## config.mk

```make
export PLATFORM = sky130hd
export DESIGN_NAME = piso_serializer
export DESIGN_NICKNAME = d
export VERILOG_FILES = /design/src/rtl/piso_serializer.sv
export SDC_FILE = /design/constraint.sdc
export NUM_CORES = 1
export LEC_CHECK = 0
export BUFFER_PORTS_ARGS = -buffer_cell sky130_fd_sc_hd__buf_2
export CAP_MARGIN = 5
export CORE_MARGIN = 2
export CORE_UTILIZATION = 45
export DETAILED_ROUTE_END_ITERATION = 6
export GPL_ROUTABILITY_DRIVEN = 0
export PLACE_DENSITY = 0.69
export SETUP_SLACK_MARGIN = 0.1
export SLEW_MARGIN = 20
export SYNTH_ARGS = -nofsm -noshare
export SYNTH_HDL_FRONTEND = slang
export SYNTH_SLANG_ARGS = --single-unit
```

## constraint.sdc

```tcl
create_clock -name clk -period 2.1 [get_ports clk]
set_input_delay 0.42 -clock clk [delete_from_list [all_inputs] [get_ports clk]]
set_output_delay 0.42 -clock clk [all_outputs]
set_load 0.005 [all_outputs]
```

## src/rtl/piso_serializer.sv

```systemverilog
// piso_serializer: parallel-in serial-out shifter
// valid/ready word capture, stallable one-bit-per-cycle output
module piso_serializer #(
  parameter int N         = 8,
  parameter bit MSB_FIRST = 1'b1
) (
  input  logic         clk,
  input  logic         rst,
  input  logic [N-1:0] din,
  input  logic         load_valid,
  output logic         load_ready,
  input  logic         shift_en,
  output logic         sout,
  output logic         sout_valid,
  output logic         busy,
  output logic         done
);

  localparam int CW = (N > 1) ? $clog2(N) : 1;
  localparam logic [CW-1:0] LAST = CW'(N - 1);

  typedef enum logic {
    IDLE,
    SHIFT
  } state_t;

  state_t        state;
  state_t        state_nx;
  logic [N-1:0]  sr;
  logic [N-1:0]  sr_shifted;
  logic [CW-1:0] cnt;
  logic          last;
  logic          xfer;

  assign last = (state == SHIFT) && (cnt == LAST);
  assign xfer = load_valid && load_ready;
  assign sout = MSB_FIRST ? sr[N-1] : sr[0];

  assign sr_shifted = MSB_FIRST ? {sr[N-2:0], 1'b0}
                                : {1'b0, sr[N-1:1]};

  // State register
  always_ff @(posedge clk) begin
    if (rst) begin
      state <= IDLE;
    end else begin
      state <= state_nx;
    end
  end

  // Next-state: leave SHIFT only when the last bit goes with no new word
  always_comb begin
    state_nx = state;
    unique case (state)
      IDLE: begin
        if (xfer) state_nx = SHIFT;
      end
      SHIFT: begin
        if (last && shift_en && !xfer) state_nx = IDLE;
      end
      default: state_nx = IDLE;
    endcase
  end

  // Outputs: handshake, valid and completion flags
  always_comb begin
    load_ready = 1'b0;
    done       = 1'b0;
    sout_valid = 1'b0;
    busy       = 1'b0;
    unique case (state)
      IDLE: begin
        load_ready = 1'b1;
      end
      SHIFT: begin
        busy       = 1'b1;
        sout_valid = shift_en;
        done       = last && shift_en;
        load_ready = last && shift_en;
      end
      default: begin
        load_ready = 1'b0;
      end
    endcase
  end

  // Datapath: capture word, shift toward output end, count bits
  always_ff @(posedge clk) begin
    if (rst) begin
      sr  <= '0;
      cnt <= '0;
    end else if (xfer) begin
      sr  <= din;
      cnt <= '0;
    end else if ((state == SHIFT) && shift_en) begin
      sr  <= sr_shifted;
      cnt <= last ? '0 : cnt + 1'b1;
    end
  end

endmodule

```

==> flow_summary_export.csv <==
group,metric,value,unit
timing,worstMarginPinSlew,0.561,ns
setup_path,crit_type,"reg -> out",
setup_path,startpoint_type,"register",
die,die_w,43.0,um
yosys,yosys.area_share.xor_xnor,0,
yosys,ys_ff_latch,12,
timing,min_period,1.91,ns
yosys,syn_area,686,sq um
grt,grt_max_degree,13,
power,p_leak,0.399,nW
yosys,synth-adder-area-share,0.0365,
drt,dr.first_iter.drc_count,13,
clock_network,clkTransAtPathRegs,0.09,ns
power,ir_drop,0.000437,V
cells_and_area,area_growth,17.5,%
yosys,seq_area_frac_synth,0.350,
run,maxCapViolations,0,
yosys,synth-simple-area-share,0.142,
yosys,synth_top_family_by_area,"compound AO/OA/AOI/OAI gates",
clock_network,cts_made_buffers,3,
drt,drcViolationCount,0,
placed_design,io_buffers,16,
die,io_pins,17,
power,switching_share,0.272,
power,power_density,674,mW/mm^2
yosys,synth_cell_types,20,
die,initial_core_util,0.466,
drt,num_vias,560,
grt,antenna_found_initial,0,
timing,clock_skew,0.0133,ns
yosys,syn_nets,81,
timing,maxSlewHeadroom,0.625,
cells_and_area,num-nets-final,97,
clock_network,h-tree-depth,1,
run_status,outcome,"completed",
yosys,synth_top_area_cell,"dfxtp_1",
power,p_int,0.000395,W
power,p_sw,0.000147,W
drt,via_per_inst,5.71,
cells_and_area,drive_gt1_frac,0.463,
setup_path,r2r-end,"sr[3]",
clock_network,clk_latency,0.28,ns
timing,tns,0,ns
yosys,syn_area_per_cell,10.2,sq um
yosys,synthTopCellsByArea,"dfxtp_1 (35%), a221oi_2 (15%), a211oi_2 (13%)",
yosys,yosysWarnings,0,
die,die_area,0.00185,sq mm
yosys,synth_compound_area_frac,0.323,
clock_network,postCtsSetupBuffers,0,
timing,setup_violations,0,
clock_network,clockBufferDepth,2,
timing,drv_slew,0,
timing,grt_setup_unrepaired,"no",
timing,hold_viol_final,0,
yosys,syn_inst,67,
drt,wl_per_cell,13.9,um
grt,grt_first_pass_wirelength,2320,um
placed_design,post-place-ws,0.301,ns
setup_path,r2r_setup_slack,0.40,ns
timing,max_freq,524,MHz
die,placementRows,14,
setup_path,critPathRequiredTime,1.68,ns
setup_path,arrival,1.49,ns
drt,ant_nets,0,
min_path,hold_path_class,"in -> reg",
clock_network,cts.sink_count,12,
yosys,synth_top_area_share,0.350,
grt,grt.total_usage,0.174,
grt,gr-total-overflow,0,
drt,wirelength,1360,um
power,pwr-share-seq,0.467,
power,combPwrFrac,0.180,
setup_path,reg2reg_depth,6,
min_path,min_from,"din[6]",
cells_and_area,antenna_cells,0,
timing,fin_crit_sh,0.908,
die,core-area,0.00147,sq mm
min_path,whs_path_depth,3,
setup_path,endpoint_kind,"output port",
yosys,muxShareOfSynthArea,0.0438,
die,dieHeight,43.0,um
timing,fin_ws,0.192,ns
drt,dr.pass1.iters,2,
min_path,holdPathEnd,"sr[6]",
setup_path,timing.rr.start,"cnt[0]",
setup_path,critPathMaxFanout,11,
clock_network,cts_root_buffer,"clkbuf_4",
grt,grt_pass1_vias,504,
clock_network,tritoncts,"done",
power,clockPowerShare,0.353,
[critical path: stages, from the launching register on]
cell	delay [ns]
dfxtp_1	0.33
ha_1	0.21
ha_1	0.23
a21bo_4	0.29
buf_2	0.15
[cell usage in the layout (no fill, tap or decap), drive strengths merged]
cell type / count
inv: 9
nand2: 1
and2: 1
nor3: 3
a21oi: 2
a32oi: 1
and4b: 1
a221oi: 7
ha: 2
nor2: 2
clkbuf: 4
buf: 18
a211oi: 7
and3: 8
mux2i: 3
dfxtp: 12
a21bo: 1
[registers in the layout, summed over array words and instances, names as in the netlist]
name	count
state	1
cnt	3
sr	8
[per-layer routing]
metal | wire length, um | track usage | vias to the layer above | part of all wire
met2 | 600 | 0.252 | 13 | 0.44
met3 | 75 | 0.0723 | 2 | 0.055
met1 | 679 | 0.221 | 266 | 0.50
met4 | 9 | 0.0848 | 0 | 0.0066
li1 | - | - | 279 | -
met5 | 0 | 0 | - | 0
[worst max path at each step]
stage	cells past startpoint	end	from
after global routing	4	load_ready	cnt[0]
after floorplan	6	sr[7]	cnt[0]
final	4	load_ready	cnt[0]
after detailed placement	6	sr[3]	cnt[0]
after global placement	6	sr[3]	cnt[0]
after CTS	4	load_ready	cnt[0]
[synth_stat cells, drive strengths merged]
cell type and instances:
a32oi 1, nor2 2, ha 2, dfxtp 12, a221oi 7, mux2i 3, and3 8, inv 9
clkbuf 2, buf 5, a21bo 1, and4b 1, nand2 1, and2 1, a211oi 7, a21oi 2
nor3 3
[metrics by stage]
stage	std cells	util	power (W)	hold slack (ns)	area, sq um
detailed placement	94	0.519	0.000355	0.508	763
global placement	94	0.519	0.000353	0.461	763
floorplan	67	-	0.000330	0.446	686
CTS	98	0.543	0.000548	0.373	800
finish	98	0.548	0.000543	0.376	806
global route	98	0.548	0.000574	0.374	806
[cells by family after synthesis]
| logic type | after synthesis |
|---|---|
| AO/OA/AOI/OAI | 18 |
| adder cells (fa/ha/maj) | 2 |
| buffers and inverters | 16 |
| flip-flops | 12 |
| multiplexers | 3 |
| AND/OR/NAND/NOR | 16 |
[power groups by stage]
stage / sequential (W) / combinational (W) / clock, W
detailed placement: 0.000258 / 0.0000963 / 0
floorplan: 0.000255 / 0.0000748 / 0
global route: 0.000255 / 0.000107 / 0.000212
CTS: 0.000253 / 0.0000971 / 0.000198
global placement: 0.000258 / 0.0000950 / 0
finish: 0.000253 / 0.0000978 / 0.000192
[timing repair]
action                     CTS  global route
setup endpoints to repair    1             1
hold buffers                 0             0
resized for setup            1             1
[layout make-up]
type	instances	area, sq um
inverters	9	33.8
flip-flops and latches	12	240
fillers	141	666
clock buffers	4	36.3
well taps	16	20.0
repair buffers	18	95.1
multi-input cells	39	380
Power figures use the tool's default switching activity.
